<file path="src/rtl/fact_ctrl.sv">
// Control FSM for an iterative factorial datapath: sequences counter/product loads,
// bounds the number of multiply iterations and runs a four-phase Go/Done|Err handshake.
module fact_ctrl #(
  parameter int ITER_MAX = 16,
  parameter int ITW      = 5
) (
  input  logic CLK,
  input  logic rst,
  input  logic Go,
  input  logic GT,
  input  logic Err_in,
  output logic Load_count,
  output logic EN,
  output logic Load_reg,
  output logic Sel,
  output logic Done,
  output logic Err,
  output logic Busy
);

  typedef enum logic [2:0] {
    IDLE = 3'd0,
    CHK  = 3'd1,
    LOAD = 3'd2,
    WAIT = 3'd3,
    CMP  = 3'd4,
    MUL  = 3'd5,
    DONE = 3'd6,
    ERR  = 3'd7
  } state_t;

  localparam logic [ITW-1:0] ITER_LAST = ITW'(ITER_MAX - 1);

  state_t         state_r;
  state_t         next_s;
  logic [ITW-1:0] iter_r;

  // Output bundle {Load_count, EN, Load_reg, Sel, Done, Err, Busy} for a given state.
  function automatic logic [6:0] decode(input state_t s);
    case (s)
      IDLE:    decode = 7'b000_0000;
      CHK:     decode = 7'b000_0001;
      LOAD:    decode = 7'b111_1001;
      WAIT:    decode = 7'b000_0001;
      CMP:     decode = 7'b000_0001;
      MUL:     decode = 7'b011_0001;
      DONE:    decode = 7'b000_0100;
      ERR:     decode = 7'b000_0010;
      default: decode = 7'b000_0000;
    endcase
  endfunction

  // Next-state selection.
  always_comb begin
    next_s = state_r;
    case (state_r)
      IDLE: begin
        if (Go) next_s = CHK;
        else    next_s = IDLE;
      end
      CHK: begin
        if (Err_in) next_s = ERR;
        else        next_s = LOAD;
      end
      LOAD: next_s = WAIT;
      WAIT: next_s = CMP;
      CMP: begin
        if (GT) next_s = MUL;
        else    next_s = DONE;
      end
      MUL: begin
        if (iter_r == ITER_LAST) next_s = ERR;
        else                     next_s = WAIT;
      end
      DONE: begin
        if (Go) next_s = DONE;
        else    next_s = IDLE;
      end
      ERR: begin
        if (Go) next_s = ERR;
        else    next_s = IDLE;
      end
      default: next_s = IDLE;
    endcase
  end

  // State, iteration counter and outputs; outputs are registered from the incoming state
  // so they always equal the decode of the current state register.
  always_ff @(posedge CLK) begin
    if (!rst) begin
      state_r <= IDLE;
      iter_r  <= '0;
      {Load_count, EN, Load_reg, Sel, Done, Err, Busy} <= 7'b000_0000;
    end else begin
      state_r <= next_s;
      if (state_r == LOAD) begin
        iter_r <= '0;
      end else if (state_r == MUL) begin
        iter_r <= iter_r + ITW'(1);
      end else begin
        iter_r <= iter_r;
      end
      {Load_count, EN, Load_reg, Sel, Done, Err, Busy} <= decode(next_s);
    end
  end

endmodule
</file>
<file path="config.mk">
export PLATFORM = sky130hd
export DESIGN_NAME = fact_ctrl
export DESIGN_NICKNAME = d
export VERILOG_FILES = /design/src/rtl/fact_ctrl.sv
export SDC_FILE = /design/constraint.sdc
export NUM_CORES = 1
export LEC_CHECK = 0
export ABC_AREA = 1
export BUFFER_PORTS_ARGS = -buffer_cell sky130_fd_sc_hd__buf_2
export CAP_MARGIN = 15
export CORE_MARGIN = 8
export CORE_UTILIZATION = 40
export CTS_CLUSTER_SIZE = 30
export DETAILED_ROUTE_END_ITERATION = 6
export MAX_ROUTING_LAYER = met4
export PLACE_DENSITY_LB_ADDON = 0.15
export SYNTH_ARGS = -nofsm -noshare
export SYNTH_HDL_FRONTEND = slang
export SYNTH_SLANG_ARGS = --single-unit
</file>
<file path="constraint.sdc">
create_clock -name CLK -period 1.5 [get_ports CLK]
set_input_delay 0.075 -clock CLK [delete_from_list [all_inputs] [get_ports CLK]]
set_output_delay 0.075 -clock CLK [all_outputs]
set_load 0.02 [all_outputs]
</file>
# Word-level counts from Yosys, hierarchy flattened
# Memory sizes are Yosys's and may differ from the RTL's. A register that Yosys moved wholly into a read port is not among the register bits.
# Cells that the tools add are included.
# W data, S select, Z words.
[op_classes] div_mod_pow=0 n_bitwise=1 n_shift=0 n_eq_ne=8 mux=7 reduce_logical=3 n_lt_le_gt_ge=0 multipliers=0 n_addsub=1
[op_table] cell="$pmux W3 S8" count=1
[op_table] cell="$eq A3 B3 Y1 const B" count=4
[op_table] cell="$mux W3" count=4
[op_table] cell="$eq A3 B2 Y1 const B" count=2
[op_table] cell="$add A5 B1 Y5 const B" count=1
[op_table] cell="$eq A5 B4 Y1 const B" count=1
[op_table] cell="$eq A3 B1 Y1 const B" count=1
[op_table] cell="$logic_not A3 Y1" count=1
[op_table] cell="$mux W2" count=1
[op_table] cell="$reduce_or A2 Y1" count=1
[op_table] cell="$logic_not A1 Y1" count=1
[op_table] cell="$mux W1" count=1
[op_table] cell="$not A1 Y1" count=1
[word_totals] latch_bits=0 mem_bits_rw=0 wordCells=23 output_inout_bits=7 mem_bits_ro=56 ff_bits=8 in_bits=5 mem_count=1
[memory_table] name="(no name shown)" words=8 width=7 rd=1 rd_clocked_by_memory_dff=1 wr=0 line="40" source="case (s)"

# Logic depth before layout (Yosys ltp)
# Gate-level depths: netlist of run 1.
[depth] word_depth=3 depth_mapped=10 ltp_nobuf=10

# Least setup slack after synthesis of run 1
# No wires, ideal clock.
[synth_timing] path_kind="reg2reg" startpoint="reg iter_r[0]" endpoint="reg Busy" slack_ps=197 t_required_ps=1378 path_buffers=0 setup_ps=122 synth_period_minus_slack_ps=1303 t_arrival_ps=1181 path_stages_with_launch=11 path_cell_list="dfxtp_1 > ha_1 > inv_1 > nor2_1 > ha_1 > nand3_1 > nand3_1 > nor2_2 > inv_2 > nand2_1 > a21oi_1"
[synth_via] elab_chain_cells=3
[synth_rtl] item="start, declared" line="36" source="logic [ITW-1:0] iter_r;"
[synth_rtl] item="start signal, assigned" line="99" source="iter_r <= iter_r + ITW'(1);"
[synth_rtl] item="start signal, assigned" line="101" source="iter_r <= iter_r;"
[synth_rtl] item="$eq A5 B4 Y1" line="72" source="if (iter_r == ITER_LAST) next_s = ERR;"
[synth_rtl] item="$mux W3" line="72"
[synth_rtl] item="$pmux W3 S8" line="56" source="case (state_r)"
[synth_rtl] item="end, declared" line="18" source="output logic Busy"
# No other way between the ends.
# A chain may end at the register's enable or synchronous reset.

# Worst setup path after layout of run 1
# Ends and elaborated chain as after synthesis.

==> results of run 1 <==
flip-flops by register name, indices dropped and copies added (netlist names):
signal   flops
Done         1
Sel          1
EN           1
Err          1
iter_r       5
Busy         1
state_r      3
cell usage in the layout (no fill, tap or decap), types with 2 or more instances in the layout:
| master | netlist | layout |
|---|---|---|
| dfxtp_2 | 0 | 2 |
| nor2_2 | 6 | 5 |
| nand3_1 | 11 | 9 |
| buf_2 | 1 | 11 |
| clkinv_2 | 1 | 2 |
| dfxtp_1 | 13 | 11 |
| buf_4 | 2 | 2 |
| nor2_1 | 9 | 9 |
| nand2_1 | 14 | 14 |
| inv_1 | 9 | 9 |
| clkbuf_4 | 0 | 3 |
| nor2_4 | 1 | 2 |
| inv_2 | 4 | 4 |
| nand3_2 | 2 | 4 |
| a21oi_1 | 2 | 2 |
layout make-up:
type / instances / area (um^2)
Tap cell: 16 / 20.0
Sequential cell: 13 / 263
Multi-Input combinational cell: 56 / 340
Inverter: 14 / 53.8
Clock inverter: 1 / 5.00
Fill cell: 162 / 749
Timing Repair Buffer: 13 / 70.1
Clock buffer: 3 / 22.5
worst register-to-register path, stage by stage (launching register included):
cell and delay, ns:
dfxtp_2 0.33, ha_1 0.18, inv_1 0.06, nor2_1 0.05, ha_2 0.16, nand3_2 0.08, nand3_2 0.08, nor2_4 0.15
inv_2 0.05, nand2_1 0.05, a21oi_1 0.05
cells by family (layout without fill, tap and decap cells):
| group | after synthesis | in the layout | share of synthesized area [%] |
|---|---|---|---|
| adders and majority gates | 2 | 2 | 3.81 |
| AOI/OAI and AO/OA | 5 | 5 | 5.33 |
| and+or+nand+nor | 48 | 48 | 38.7 |
| xor gates and xnor gates | 1 | 1 | 1.33 |
| DFF | 13 | 13 | 39.6 |
| buffers and inverters | 17 | 31 | 11.2 |
through the flow:
step | util, % | setup WS (ns)
after floorplan | - | 0.197
after global placement | 47.7 | 0.0940
after detailed placement | 47.7 | 0.0757
after CTS | 49.5 | 0.0687
after global routing | 50.8 | 0.0224
final | 50.8 | 0.146
what timing repair did:
item | in CTS | in global routing
hold endpoints to repair | 0 | 0
resized for setup | 0 | 6
setup endpoints to repair | 0 | 5
worst paths after layout:
| kind | startpoint | endpoint | slack (ns) | cells after the start |
|---|---|---|---|---|
| setup reg to reg | iter_r[0] | Busy | 0.15 | 10 |
| hold / removal | rst | state_r[0] | 0.02 | 3 |
| hold reg to reg | iter_r[4] | iter_r[4] | 0.48 | 2 |
| setup / recovery | iter_r[0] | Busy | 0.15 | 10 |
routing by layer:
layer  vias up  track usage [%]  wire (um)
li1        295                -          -
met1       246             8.10        504
met2         8             14.3        659
met3         0             4.49         68
met4         0             3.09          0
met5         -                -          0
power groups by stage:
stage	Sequential (uW)	Clock (uW)	Combinational, uW
finish	515	220	698
global route	529	249	795
CTS	515	227	693
detailed placement	523	0	691
global placement	523	0	688
floorplan	555	0	517
==> run metrics, run 1 <==
DRT Pass-1 Iters 2; final worst path period need 1.35 ns; Worst path most repeated cell nand3_2; Int Power between 700 and 800 uW; critical-path cell list ha_1 > inv_1 > nor2_1 > ha_2 > nand3_2 > nand3_2 > nor2_4 > inv_2 > nand2_1 > a21oi_1; Setup Viol. Count Final 0; number of flops mapped to enable cells by yosys 0; Global Route Usage Sum between 8 and 9%; top cells by area, synth dfxtp_1, nand3_1, nand2_1; worst-case clock buffer depth 2; Peak VDD IR roughly 0.97 mV; synth warn 0; Mapped Nets 93; # diodes 0; WL per Instance 10.6 um; Worst slew margin 80.1%; antenna viol nets, final 0; most frequent cells after synthesis nand2_1, dfxtp_1, nand3_1, inv_1, nor2_1; PortBufs 11; CP top delay family simple AND/OR/NAND/NOR gates; Routed WL 1230 um; Synth Cell Area 657 um^2; max frequency approximately 0.74 GHz; post-DP HPWL between 1000 and 1500 um; Total Power 1430 uW; FP Rows 14; cts hold-fix bufs 0; P_sw 660 uW; area growth from synthesis to layout 17.9%; initial antenna violation count 0; period utilization 90.3%; Final #Nets 108; dpl cells around 110; Synth Area per Inst around 7.6 um^2; cell with the most instances after synthesis nand2_1; Ports 12; Static Leak between 0.0003 and 0.0004 uW; P per Cell Area roughly 1900 nW/um^2; sequential power share a little over a third; Num CTS Buffers 3; max-slew violation count 0; Iteration-0 DRC Markers 1; Core Area around 1500 um^2; status finished clean; Gate Count Post-Synth 86; Synth async-reset ratio 0%; CTS tree built; largest net degree at the start of global routing 9; effective utilization at floorplan 43.1%; Seq/Total Area, Yosys between 30% and 40%; Distinct cells, synth 23; Yosys top cell area share 39.6%; Final TNS setup 0 ns; Tightest Pin Transition just under 0.3 ns; Clock Latency Late Sink approximately 0.28 ns; Post-CTS Setup Bufs 0; Worst Hold Class input port to flip-flop; Comb pwr share 48.7%; Worst EP arrival about 1.5 ns; share of cells above drive strength 1 between 40% and 50%; slowest stage delay, CP 0.33 ns; hold_ws 0.0192 ns; global route overflow 0; first-pass GRT wire length about 2100 um; die width about 57 um; vias in the first global route between 500 and 600; clock power share between 10% and 20%; crit path max fanout 4; CP Capture Type flip-flop; clk sinks 13; Placed Area around 730 um^2; RSZ-0062 raised after global routing no; RD Place Congestion 0.836; die area 3200 um^2; worst clock skew approximately 0.0018 ns; CTS H-tree lvls 1; ys flop type dfxtp_1; MaxCap Viol Count 0; Slowest-stage cell, CP dfxtp_2; Final Hold Vio Count 0; Worst-path clk slew roughly 0.080 ns; data required time of the worst path 1.67 ns; flops & latches, synth 13; Vias 549; drt drc 0; non-filler cells, final between 100 and 150; crit start category flip-flop; Buf/Inv on CP 2; area leader, netlist dfxtp_1; Clock Tree Root clkbuf_4; Net Sw Frac 46.1%; kind of critical path flip-flop to flip-flop; final instance area 774 um^2; Die H about 57 um; drt via density around 4.7
Power figures use the tool's default switching activity.
==> inputs of run 2 (changes only) <==
Settings changed: ABC_AREA 1 to not set, CORE_AREA set to 8 8 45 47, CORE_MARGIN 8 to not set, CORE_UTILIZATION 40 to not set, DIE_AREA set to 0 0 53 55.
==> run 2 against run 1 <==
  * Non-clock buffer count increased by 11
  * Count of clock-buffer cells in the layout increased by 1
  * Utilization increased by 14 points
  * Clock skew about the same
  * Final area increased by 15%
  * Critical endpoint is now Err
  * Maximum frequency decreased by 25%
  * The run now ends with negative setup slack left
  * Synthesized area increased by 0.57%
==> run metrics, run 2 <==
Yosys top cell area share between 30% and 40%; Vias 608; Num CTS Buffers 3; Synth async-reset ratio 0%; global route overflow 0; P per Cell Area roughly 1200 nW/um^2; CP top delay family simple AND/OR/NAND/NOR gates; top cells by area, synth dfxtp_1, a21oi_1, ha_1; MaxCap Viol Count 0; share of cells above drive strength 1 42.3%; Net Sw Frac between 30% and 40%; Routed WL 1410 um; Final #Nets about 110; Int Power roughly 690 uW; Worst path most repeated cell ha_4; antenna viol nets, final 0; Die H 55 um; Distinct cells, synth 36; P_sw roughly 370 uW; Final Hold Vio Count 0; post-DP HPWL about 1100 um; Static Leak between 0.0003 and 0.0004 uW; clk sinks 13; number of flops mapped to enable cells by yosys 0; flop-to-flop setup slack -0.30 ns; worst-case clock buffer depth 2; Total Power about 1100 uW; ys flop type dfxtp_1; Worst EP arrival 1.95 ns; hold path cells 3; Setup Viol. Count Final 6; largest net degree at the start of global routing 11; cts hold-fix bufs 0; max reg flops 5; area growth from synthesis to layout 35.2%; Core Area ~1400 um^2; final worst path period need ~1.8 ns; Tightest Pin Transition 0.360 ns; crit start category flip-flop; most frequent cells after synthesis dfxtp_1, a21oi_1, nor3_1, nand2b_1, nor2_1; Mapped Nets 81; CP Capture Type flip-flop; most frequent cells in the layout buf_2, buf_4, dfxtp_1, a21oi_1, nor3_1; max frequency between 0.5 and 0.6 GHz; die area ~2900 um^2; top flop regs iter_r x5, state_r x3; Seq/Total Area, Yosys about two fifths; synth warn 0; final setup margin -0.299 ns; Global Route Usage Sum between 10% and 20%; area leader, netlist dfxtp_1; Worst-path clk slew around 0.080 ns; DP Worst Slack -0.294 ns; Synth Area per Inst just under 9 um^2; flops & latches, synth 13; CTS tree built; worst reg2reg startpoint iter_r[0]; FILL cells roughly 120; failing checks negative setup slack; sequential power share roughly two fifths; RD Place Congestion around 0.82; effective utilization at floorplan 47.7%; period utilization 120%; Post-CTS Setup Bufs 0; Final TNS setup -1.65 ns; DRT Pass-1 Iters 4; Peak VDD IR 0.671 mV; Clock Tree Root clkbuf_4; worst clock skew 0.00182 ns; hold_sp rst; Buf/Inv on CP 1; FF-to-FF End Err; Synth Cell Area roughly 660 um^2; drt drc 0; first-pass GRT wire length between 2000 and 2500 um; Worst slew margin 75.9%; max-slew violation count 0; drt via density about 5.4; Worst Reg-to-Reg Cells 7; FP Rows 14; Iteration-0 DRC Markers 5; Clock Latency Late Sink approximately 0.27 ns; Slowest-stage cell, CP or3b_4; crit path max fanout 4; CTS H-tree lvls 1; status finished with violations; PortBufs 11; # diodes 0; kind of critical path flip-flop to flip-flop; Hold EP Busy; clock power share 19.9%; critical-path cell list ha_4 > and3_4 > ha_4 > or3b_4 > a32oi_4 > buf_6 > nor3_1; die width 53 um; vias in the first global route ~600; hold_ws 0.0985 ns; RSZ-0062 raised after global routing yes; Gate Count Post-Synth 74; Worst Hold Class input port to flip-flop; Largest Register iter_r; slowest stage delay, CP 0.38 ns; Comb pwr share about two fifths; initial antenna violation count 0; WL per Instance approximately 12 um; data required time of the worst path 1.65 ns; Ports 12; cell with the most instances after synthesis dfxtp_1
==> run 2: metrics by stage <==
stage / utilization (%) / cell area (um^2) / instances
after floorplan: - / 697 / 74
after global placement: 60.8 / 842 / 109
after detailed placement: 60.8 / 842 / 109
after CTS: 62.7 / 868 / 113
after global routing: 64.6 / 893 / 113
final: 64.6 / 893 / 113
==> run 2: power groups by stage <==
stage | clock [uW] | sequential, uW | combinational (uW)
6_report | 210 | 416 | 427
5_1_grt | 231 | 422 | 474
4_1_cts | 218 | 415 | 400
3_5_place_dp | 0 | 423 | 398
3_3_place_gp | 0 | 421 | 395
2_1_floorplan | 0 | 447 | 246
==> run 2: cell families (layout without fill, tap and decap cells) <==
logic type               after synthesis  count (layout)  synth area share (%)
adder cells (fa/ha/maj)                2               2                  3.79
AO/OA/AOI/OAI                         19              19                  21.6
multiplexers                           1               1                  1.52
AND/OR/NAND/NOR                       31              31                  27.8
buffers and inverters                  8              31                  5.87
flip-flops                            13              13                  39.4
==> run 2: worst register-to-register path, stage by stage (launching register included) <==
cell and delay, ns:
dfxtp_2 0.34, ha_4 0.16, and3_4 0.17, ha_4 0.14, or3b_4 0.38, a32oi_4 0.30
buf_6 0.15, nor3_1 0.04
==> run 2: how the worst max path moves through the flow <==
stage	from	to	slack, ns	depth (start not counted)
floorplan	iter_r[1]	Sel	-0.25	7
global placement	iter_r[1]	Sel	-0.27	7
detailed placement	iter_r[1]	EN	-0.29	7
CTS	iter_r[0]	EN	-0.32	7
global route	iter_r[0]	Err	-0.35	7
finish	iter_r[0]	Err	-0.30	7
==> run 2: area by class of cell <==
class	instances	area, um^2	share of cell area, %
multi-input cells	53	412	46.1
well taps	16	20.0	2.24
clock buffers	4	26.3	2.94
flip-flops and latches	13	264	29.6
inverters	3	11.3	1.26
repair buffers	24	160	17.9
==> run 2: metal layers <==
metal / routed length (um) / vias up / global-route usage, %
met1: 620 / 285 / 12.0
met5: 0 / - / -
met3: 82 / 2 / 3.48
met2: 691 / 8 / 18.2
li1: - / 313 / -
met4: 16 / 0 / 5.17
==> run 2: what timing repair did <==
item                       CTS  global route
setup endpoints to repair    6             6
resized for setup            0             5
pin swaps                    4             2
hold endpoints to repair     0             0
==> inputs of run 3 (changes only) <==
Settings changed: ABC_AREA set to 1.
==> run 3 against run 2 <==
  * The run now ends clean
  * Power rose by 35%
  * Global-route usage is 1.5 points lower
  * Via count fell by 11%
  * Combinational power grew 64%
  * Critical endpoint is now Busy
==> run metrics, run 3 (synthesis results as in run 1) <==
period utilization between 90% and 100%; hold_ws ~0.033 ns; antenna viol nets, final 0; global route overflow 0; Core Area ~1400 um^2; met1 wire length 552 um; status finished clean; clk sinks 13; drt drc 0; Routed WL 1180 um; Worst Hold Class input port to flip-flop; Num CTS Buffers 3; most frequent cells in the layout nand2_1, dfxtp_1, buf_2, nand3_1; Post-CTS Setup Bufs 0; vias in the first global route ~540; Peak VDD IR roughly 0.98 mV; Iteration-0 DRC Markers 10; effective utilization at floorplan 47.5%; Worst EP arrival between 1.5 and 2 ns; Worst slew margin 80.1%; RD Place Congestion approximately 0.8; Tightest Pin Transition 0.298 ns; Final TNS setup 0 ns; WL per Instance 10.2 um; Setup Viol. Count Final 0; Static Leak between 0.0003 and 0.0004 uW; worst-case clock buffer depth 2; die area between 2000 and 3000 um^2; dpl cells between 100 and 150; Worst path most repeated cell ha_1; RSZ-0062 raised after global routing no; Vias about 540; met3 wire len 23 um; max reg flops 5; PortBufs 11; share of cells above drive strength 1 around 36%; leading cell type in the layout, fill and taps excluded nand2_1; Largest Register iter_r; Global Route Usage Sum a little under a tenth; worst reg2reg startpoint iter_r[1]; top flop regs iter_r x5, state_r x3; MaxCap Viol Count 0; max frequency approximately 0.71 GHz; Ports 12; post-DP HPWL between 900 and 1000 um; initial antenna violation count 0; data required time of the worst path 1.65 ns; drt via density between 4 and 5; final worst path period need 1.40 ns; hold_sp rst; critical-path cell list ha_1 > inv_1 > nor2_1 > ha_1 > nand3_1 > nand3_2 > nor2_4 > inv_2 > nand2_1 > a21oi_1; Final #Nets ~110; met2 routed WL about 600 um; crit path launch iter_r[1]; CP Capture Type flip-flop; Clock Latency Late Sink ~0.26 ns; Final Hold Vio Count 0; area growth from synthesis to layout 16.4%; DRT Pass-1 Iters 4; largest net degree at the start of global routing 8; worst clock skew roughly 0.0043 ns; Die H 55 um; slowest stage delay, CP about 0.34 ns; cts hold-fix bufs 0; CTS tree built; Worst-path clk slew 0.08 ns; crit start category flip-flop; P per Cell Area 1860 nW/um^2; Slowest-stage cell, CP dfxtp_2; kind of critical path flip-flop to flip-flop; max layer used met3; die width approximately 53 um; non-filler cells, final between 100 and 150; CTS H-tree lvls 1; FP Rows 14; crit path max fanout 4; # diodes 0; max-slew violation count 0; Gates resized, CTS repair 0; first-pass GRT wire length roughly 2000 um; Clock Tree Root clkbuf_4
## run 3: final timing paths
| check | endpoint | slack, ns | cells past startpoint |
|---|---|---|---|
| worst min-delay path | state_r[0] | 0.03 | 3 |
| worst min register to register | iter_r[4] | 0.47 | 2 |
| worst max-delay path | Busy | 0.1 | 10 |
| worst max register to register | Busy | 0.1 | 10 |
## run 3: cell type report
type                            count  area (um^2)
Sequential cell                    13          262
Fill cell                         132          619
Inverter                           14         53.8
Multi-Input combinational cell     56          333
Tap cell                           16         20.0
Clock buffer                        4         26.3
Timing Repair Buffer               13         70.1
## run 3: stage by stage
stage                     instance area, um^2  power, uW  utilization (%)  setup WS (ns)
after global placement                    727       1210             52.5          0.106
after detailed placement                  727       1210             52.5         0.0950
after global routing                      764       1540             55.2        0.00541
after floorplan                           657       1070                -          0.197
final                                     764       1420             55.2         0.0989
after CTS                                 753       1420             54.4         0.0774
## run 3: power by group
group	total, uW	switching (uW)	internal [uW]
logic	700	456	244
registers	515	86.7	428
clock network	206	103	103
total	1420	646	775
## run 3: per-layer routing
layer	global-route usage, %	vias up
met1	9.80	239
li1	-	297
met5	-	-
met3	3.21	0
met4	3.88	0
met2	16.6	7
## run 3: worst max-delay path: cells and delay by family, from the launching register on
kind                       cells  cell delay [ns]
and+or+nand+nor                5             0.46
adders and majority gates      2             0.34
DFF                            1             0.34
buffers and inverters          2             0.11
AOI/OAI and AO/OA              1             0.06
